File: src/rtl/pit_timer_pkg.sv
// ---------------------------------------------------------------
// pit_timer_pkg : shared constants for the programmable interval timer
// Rev 1.0
// ---------------------------------------------------------------
`default_nettype none

package pit_timer_pkg;

  localparam int   W_DEFAULT = 16;

  // cnt_sel encodings for the readback mux
  localparam logic CNT_PRE   = 1'b0;
  localparam logic CNT_DIV   = 1'b1;

endpackage : pit_timer_pkg

`default_nettype wire

File: src/rtl/upcnt_w.sv
// ---------------------------------------------------------------
// upcnt_w : W-bit loadable up-counter with a per-bit ripple carry
// Rev 1.0
// ---------------------------------------------------------------
`default_nettype none

module upcnt_w
  import pit_timer_pkg::*;
#(
  parameter int W = W_DEFAULT
) (
  input  logic         clk,
  input  logic         resl,
  input  logic         ld,
  input  logic [W-1:0] d,
  input  logic         ci,
  output logic [W-1:0] q,
  output logic         co
);

  logic [W-1:0] q_q;
  logic [W-1:0] q_d;
  logic [W:0]   carry;

  // Bit i toggles when every lower bit is 1 and the chain is enabled by ci.
  always_comb begin
    carry[0] = ci;
    for (int i = 0; i < W; i++) begin
      carry[i+1] = carry[i] & q_q[i];
    end
    q_d = ld ? d : (q_q ^ carry[W-1:0]);
  end

  always_ff @(posedge clk or negedge resl) begin
    if (!resl) begin
      q_q <= '0;
    end else begin
      q_q <= q_d;
    end
  end

  assign q  = q_q;
  assign co = carry[W];

endmodule : upcnt_w

`default_nettype wire

File: src/rtl/pit_timer.sv
// ---------------------------------------------------------------
// pit_timer : prescaler + divider interval timer with sticky pending flag
// Rev 1.0
// ---------------------------------------------------------------
`default_nettype none

module pit_timer
  import pit_timer_pkg::*;
#(
  parameter int W = W_DEFAULT
) (
  input  logic         clk,
  input  logic         resl,
  input  logic [W-1:0] din,
  input  logic         wr_pre,
  input  logic         wr_div,
  input  logic         int_ack,
  input  logic         cnt_sel,
  output logic [W-1:0] cnt_q,
  output logic         pit_int,
  output logic         int_pend
);

  logic [W-1:0] pre_q, pre_d;
  logic [W-1:0] div_q, div_d;
  logic         pit_int_q, pit_int_d;
  logic         int_pend_q, int_pend_d;

  logic [W-1:0] pre_cnt;
  logic [W-1:0] div_cnt;
  logic         wr;
  logic         en;
  logic         tick;
  logic         terminal;
  logic         unused_pre_co;
  logic         unused_div_co;

  always_comb begin
    pre_d = pre_q;
    div_d = div_q;
    if (wr_pre) pre_d = din;
    if (wr_div) div_d = din;

    wr       = wr_pre | wr_div;
    en       = (pre_q != '0);
    tick     = en && (pre_cnt == pre_q);
    terminal = tick && (div_cnt == div_q);

    // A register write restarts the period, so it also swallows a coincident pulse.
    pit_int_d  = terminal && !wr;
    int_pend_d = pit_int_d | (int_pend_q & ~int_ack);
  end

  always_ff @(posedge clk or negedge resl) begin
    if (!resl) begin
      pre_q      <= '0;
      div_q      <= '0;
      pit_int_q  <= 1'b0;
      int_pend_q <= 1'b0;
    end else begin
      pre_q      <= pre_d;
      div_q      <= div_d;
      pit_int_q  <= pit_int_d;
      int_pend_q <= int_pend_d;
    end
  end

  upcnt_w #(.W(W)) u_pre_cnt (
    .clk  (clk),
    .resl (resl),
    .ld   (wr | tick),
    .d    ('0),
    .ci   (en),
    .q    (pre_cnt),
    .co   (unused_pre_co)
  );

  upcnt_w #(.W(W)) u_div_cnt (
    .clk  (clk),
    .resl (resl),
    .ld   (wr | terminal),
    .d    ('0),
    .ci   (tick),
    .q    (div_cnt),
    .co   (unused_div_co)
  );

  assign cnt_q    = (cnt_sel == CNT_DIV) ? div_cnt : pre_cnt;
  assign pit_int  = pit_int_q;
  assign int_pend = int_pend_q;

endmodule : pit_timer

`default_nettype wire

File: config.mk
export PLATFORM = sky130hd
export DESIGN_NAME = pit_timer
export DESIGN_NICKNAME = d
export VERILOG_FILES = /design/src/rtl/pit_timer_pkg.sv /design/src/rtl/upcnt_w.sv /design/src/rtl/pit_timer.sv
export SDC_FILE = /design/constraint.sdc
export NUM_CORES = 1
export LEC_CHECK = 0
export ABC_CLOCK_PERIOD_IN_PS = 5700
export BUFFER_PORTS_ARGS = -buffer_cell sky130_fd_sc_hd__buf_2
export CELL_PAD_IN_SITES_DETAIL_PLACEMENT = 1
export CELL_PAD_IN_SITES_GLOBAL_PLACEMENT = 1
export CORE_ASPECT_RATIO = 0.7
export CORE_UTILIZATION = 47
export DETAILED_ROUTE_END_ITERATION = 8
export PLACE_DENSITY = 0.83
export REMOVE_ABC_BUFFERS = 1
export SLEW_MARGIN = 25
export SYNTH_ARGS = -nofsm -noshare
export SYNTH_HDL_FRONTEND = slang
export SYNTH_SLANG_ARGS = --single-unit
File: constraint.sdc
create_clock -name clk -period 5.7 [get_ports clk]
set_input_delay 0.285 -clock clk [delete_from_list [all_inputs] [get_ports clk]]
set_output_delay 0.285 -clock clk [all_outputs]
set_load 0.05 [all_outputs]
# Word-level counts from Yosys, hierarchy flattened
# Index checks and enable logic that the tools add are counted.
dict set report totals {
  ff_bits 66
  in_bits 22
}
dict set report op_classes {
  eq_ne 2
  mux 3
  bitwise 38
  reduce_logical 5
}
# op n
set ops {}
lappend ops {{2-to-1 mux 16 bit} 3}
lappend ops {{== test 16 bit} 2}
lappend ops {{bitwise XOR 16 bit} 2}
lappend ops {{AND 1 bit} 31}
lappend ops {{nonzero test 16 bit} 1}
lappend ops {{bitwise OR 1 bit} 4}
lappend ops {{logical AND 1 bit} 3}
lappend ops {{zero test 1 bit} 1}
lappend ops {{NOT 1 bit} 1}

# Depth between registers and ports, before layout
dict set report logic_depth {
  word_depth 19
  depth_mapped 21
}

# Hierarchy
# From an unflattened synthesis, not the netlist that was laid out.
dict set report hier_totals {
  cells_unflattened 247
  area_unflattened_um2 3595.9
}
# mod instances cells_each area_per_inst_um2 seq_area_each_um2
set modules_own_cells {}
lappend modules_own_cells {pit_timer 1 147 1896.8 850.8}
lappend modules_own_cells {upcnt_w 2 50 849.6 400.4}

# Worst setup path before layout
# Ideal clock, no wire load.
dict set report synth_timing {
  path_kind {flip-flop to flip-flop}
  start {register pre_q[7]}
  end {register u_div_cnt.q_q[15], in the netlist u_div_cnt.q[15]}
  setup_time_ns 0.120
  t_arrival_ns 3.818
  path_slack_ns 1.762
  path_stages_with_launch 21
  path_cell_list {dfrtp_1 nor4_1 and4_1 nor3_1 ha_1 ha_1 ha_1 ha_1 ha_1 ha_1 ha_1 ha_1 ha_1 ha_1 ha_1 ha_1 ha_1 ha_1 ha_1 xor2_1 and3_1}
}
dict set report synth_via {
  elab_chain_cells 19
  elab_cells_between_ends 22
  classes_between {1 x eq/ne; 1 x mux; 17 x bitwise; 3 x reduce/logical}
}
# item line_no
set synth_lines {}
lappend synth_lines {{start: declaration} pit_timer.sv:24} ;# logic [W-1:0] pre_q, pre_d;
lappend synth_lines {{start signal: assignment} pit_timer.sv:61} ;# pre_q <= pre_d;
lappend synth_lines {{== test 16 bit or nonzero test 16 bit (tied branches)} {pit_timer.sv:46, pit_timer.sv:45}}
lappend synth_lines {{logical AND 1 bit (*)} pit_timer.sv:46} ;# tick = en && (pre_cnt == pre_q);
lappend synth_lines {{AND 1 bit (15 in series)} upcnt_w.sv:29} ;# carry[i+1] = carry[i] & q_q[i];
lappend synth_lines {{bitwise XOR 16 bit} upcnt_w.sv:31} ;# q_d = ld ? d : (q_q ^ carry[W-1:0]);
lappend synth_lines {{2-to-1 mux 16 bit (*)} upcnt_w.sv:31}
lappend synth_lines {{via u_div_cnt.q_d[15]} upcnt_w.sv:22} ;# logic [W-1:0] q_d;
lappend synth_lines {{end signal: assignment} upcnt_w.sv:38} ;# q_q <= q_d;
lappend synth_lines {{end: declaration} upcnt_w.sv:21} ;# logic [W-1:0] q_q;
# Mark *: on every way through the listed nets, which the timed path passes. The rest lies on a longest branch.
# A chain may end at the register's enable or synchronous reset.

# Final worst setup path
# Ends and elaborated chain as after synthesis.

==> metrics.log <==
[metrics] Max Slew Vio Count: 0
[metrics] RD Place Congestion: 0.818
[metrics] clock sink count: 66
[metrics] number of maximum-capacitance violations: 0
[metrics] portion of total power attributed to the clock network: a little under half
[metrics] register bit count reported by yosys: 66
[metrics] Bufs on Longest Clock Path: 2
[metrics] Initial DRC Count: roughly 120
[metrics] Port Buf Inserts: 39
[metrics] DRC Markers: 0
[metrics] first-pass GRT wire length: ~13,000 µm
[metrics] crit-path cells: nor4_1, and4_1, nor3_1, ha_1, ha_1, ha_1, ha_1, ha_1, ha_1, ha_1, ha_1, ha_1, ha_1, ha_1, ha_1, ha_1, ha_1, ha_1, xor2_1, and3_1
[metrics] RSZ-0062 raised after global routing: false
[metrics] setup_tns: 0 ns
[metrics] kind of start point of the critical path: register
[metrics] total power divided by cell area: approximately 290 mW/mm²
[metrics] switching part of the total: between 20% and 30%
[metrics] via count of the routed design: 2,074
[metrics] Die Y: 72.1 µm
[metrics] Gate Count Post-Synth: 244
[metrics] crit path setup slack, layout: about 1.1 ns
[metrics] number of hold-repair buffers added at the cts stage: 0
[metrics] wire per inst: 21.0 µm
[metrics] Worst slew margin: a little over two fifths
[metrics] start point of the critical path: pre_q[7]$_DFFE_PN0P_
[metrics] worst hold-check path type: in -> async
[metrics] Worst Path Max Fanout: 4
[metrics] placed inst area: 0.00357 mm²
[metrics] critical path start-end classification: reg -> reg
[metrics] DR vias/cell: around 5.4
[metrics] Final setup viols: 0
[metrics] area growth from synthesis to final layout: 15.8%
[metrics] total overflow reported by the global router: 0
[metrics] maximum number of pins on one net before global-route repair: 67
[metrics] Critical-path top delay cell: sky130_fd_sc_hd__nor4_1
[metrics] NumNets Final: 337
[metrics] slew at the pin closest to its max-slew limit: 0.853 ns
[metrics] reg-to-reg critical path startpoint: pre_q[7]$_DFFE_PN0P_
[metrics] warnings from Yosys: 0
[metrics] switching power total: ~0.25 mW
[metrics] initial core utilization: approximately half
[metrics] I/O Pins: 40
[metrics] Total Die Area: 0.00737 mm²
[metrics] pre-CTS worst setup slack: between 1 and 1.5 ns
[metrics] Min Clock Period, post-route: approximately 4.6 ns
[metrics] overall routed net length: 8050 µm
[metrics] clock-pin transition on the worst setup and hold timing paths: ~0.07 ns
[metrics] die width: a little over 100 µm
[metrics] data required time at the worst endpoint: 5.94 ns
[metrics] family with the most delay on the worst path: adder cells
[metrics] Std-Cell Rows: 25
[metrics] post-cts resize count: 0
[metrics] hold violation total from the final report: 0
[metrics] total routing usage reported by global routing: 25.1%
[metrics] maximum clock skew at final layout: between 0.01 and 0.015 ns
[metrics] combinational cell fraction of total power: under 10%
[metrics] CP Data Arrival Time: 4.83 ns
[metrics] internal power consumption: approximately 0.85 mW
[metrics] clock root buffer: sky130_fd_sc_hd__clkbuf_8
[metrics] post-layout instance area: 0.00382 mm²
[metrics] number of nets with antenna violations after detailed routing: 0
[metrics] leakage: approximately 2 nW
[metrics] diode count: 0
[metrics] number of buffers inserted during clock tree synthesis: 9
[metrics] minimum setup slack among reg-to-reg paths: 1.10 ns
[metrics] CTS H-tree lvls: 3
[metrics] postcts setup bufs: 0
[metrics] post-synth cell types: 22
[metrics] maximum ir drop on the vdd rail: about 0.16 mV
[metrics] number of global-route vias before repair: between 2,000 and 2,500
[metrics] Final Cycle Share: 80.7%
[metrics] share of cells above drive strength 1: about two fifths
[metrics] Buffers & Inverters on Critical Path: 0
[metrics] mapped cell area: roughly 0.0033 mm²
[metrics] category of the worst setup path capture point: register
[metrics] sequential element share of the synthesized area: 50.0%
[metrics] most frequent cell on the critical path: sky130_fd_sc_hd__ha_1
[metrics] outcome: finished clean
[metrics] DP Wirelength: 5740 µm
[metrics] initial antenna violation count: 0
[metrics] mean post-synth cell area: around 14 µm²
[metrics] CTS tree: built
[metrics] source-to-sink clock delay at the later pin of the worst-skew pair: 0.35 ns
[metrics] DRT Pass-1 Iters: 6
[metrics] area of the core: around 0.0068 mm²
[metrics] part of the power in registers: between 40% and 50%
[metrics] maximum clock frequency: 0.217 GHz
[metrics] delay contributed by the slowest stage of the critical path: about 0.46 ns
[metrics] final core utilization: 56.6%
-- state kept, by name, indices dropped and copies added (netlist names) --
name / flops
pit_int: 1
u_pre_cnt.q: 16
div_q: 16
pre_q: 16
u_div_cnt.q: 16
int_pend: 1
-- through the flow --
stage / power [mW] / cells / hold slack, ns
after floorplan: 0.565 / 234 / -0.0106
after global placement: 0.607 / 368 / 0.509
after detailed placement: 0.611 / 368 / 0.515
after CTS: 1.11 / 384 / 0.145
after global routing: 1.14 / 384 / 0.148
final: 1.10 / 384 / 0.134
-- area by class of cell --
| class | count | area, µm² |
|---|---|---|
| Fill cell | 720 | 2930 |
| Inverter | 2 | 7.51 |
| Tap cell | 94 | 118 |
| Timing Repair Buffer | 40 | 203 |
| Clock inverter | 5 | 100 |
| Clock buffer | 11 | 151 |
| Sequential cell | 66 | 1650 |
| Multi-Input combinational cell | 166 | 1590 |
-- routing by layer --
layer / global-route usage (%) / vias up / part of all wire (%)
met3: 5.20 / 10 / 3.7
met1: 35.0 / 1068 / 46
li1: - / 948 / -
met4: 6.67 / 0 / 1.1
met2: 40.0 / 48 / 49
met5: 0 / - / 0
-- power by group through the flow --
stage	clock [mW]	sequential, mW	combinational [mW]
after floorplan	0	0.515	0.0492
after global placement	0	0.520	0.0863
after detailed placement	0	0.522	0.0884
after CTS	0.506	0.514	0.0894
after global routing	0.524	0.517	0.0969
final	0.496	0.514	0.0880
-- layout by cell type (no fill, tap or decap) --
master	n
sky130_fd_sc_hd__o32ai_4	1
sky130_fd_sc_hd__nor2_2	1
sky130_fd_sc_hd__nand2_1	2
sky130_fd_sc_hd__inv_1	2
sky130_fd_sc_hd__clkinv_2	2
sky130_fd_sc_hd__and4_1	1
sky130_fd_sc_hd__mux2_2	48
sky130_fd_sc_hd__and3_2	8
sky130_fd_sc_hd__or4_1	1
sky130_fd_sc_hd__or4_4	2
sky130_fd_sc_hd__clkbuf_8	11
sky130_fd_sc_hd__xnor2_1	12
sky130_fd_sc_hd__bufinv_16	3
sky130_fd_sc_hd__dfrtp_1	66
sky130_fd_sc_hd__buf_2	39
sky130_fd_sc_hd__xor2_1	22
sky130_fd_sc_hd__ha_1	30
sky130_fd_sc_hd__nor4_1	8
sky130_fd_sc_hd__nand4_1	3
sky130_fd_sc_hd__and3_1	8
sky130_fd_sc_hd__nor3_1	2
sky130_fd_sc_hd__o31a_2	1
sky130_fd_sc_hd__buf_4	1
sky130_fd_sc_hd__and2_1	16
-- Yosys cell counts --
cell | count | area [µm²]
sky130_fd_sc_hd__and2_1 | 16 | 100
sky130_fd_sc_hd__and3_1 | 8 | 50.1
sky130_fd_sc_hd__and3_2 | 8 | 60.1
sky130_fd_sc_hd__and4_1 | 1 | 8.76
sky130_fd_sc_hd__buf_1 | 3 | 11.3
sky130_fd_sc_hd__buf_6 | 2 | 22.5
sky130_fd_sc_hd__clkbuf_1 | 5 | 18.8
sky130_fd_sc_hd__dfrtp_1 | 66 | 1650
sky130_fd_sc_hd__ha_1 | 30 | 375
sky130_fd_sc_hd__inv_1 | 2 | 7.51
sky130_fd_sc_hd__mux2_2 | 48 | 541
sky130_fd_sc_hd__nand2_1 | 2 | 7.51
sky130_fd_sc_hd__nand4_1 | 3 | 18.8
sky130_fd_sc_hd__nor2_1 | 1 | 3.75
sky130_fd_sc_hd__nor3_1 | 2 | 10.0
sky130_fd_sc_hd__nor4_1 | 8 | 50.1
sky130_fd_sc_hd__o31a_2 | 1 | 10.0
sky130_fd_sc_hd__o32ai_4 | 1 | 27.5
sky130_fd_sc_hd__or4_1 | 1 | 7.51
sky130_fd_sc_hd__or4_4 | 2 | 22.5
sky130_fd_sc_hd__xnor2_1 | 12 | 105
sky130_fd_sc_hd__xor2_1 | 22 | 193
-- cell families (layout without fill, tap and decap cells) --
family / count (synthesis) / after routing / synth area share [%]
AOI/OAI and AO/OA: 2 / 2 / 1.14
xor gates and xnor gates: 34 / 34 / 9.02
and+or+nand+nor: 52 / 52 / 10.3
muxes: 48 / 48 / 16.4
buffers and inverters: 12 / 58 / 1.82
DFF: 66 / 66 / 50.0
adders and majority gates: 30 / 30 / 11.4
-- worst paths after layout --
path,cells after the start,endpoint
worst min register to register,1,div_q[2]$_DFFE_PN0P_
worst max-delay path,20,u_div_cnt.q[15]$_DFF_PN0_
worst min-delay path,2,u_div_cnt.q[15]$_DFF_PN0_
max in group asynchronous,2,u_div_cnt.q[2]$_DFF_PN0_
min in group clk,2,int_pend$_DFF_PN0_
worst max register to register,20,u_div_cnt.q[15]$_DFF_PN0_
Note: power is estimated with default switching activity, not from simulation.
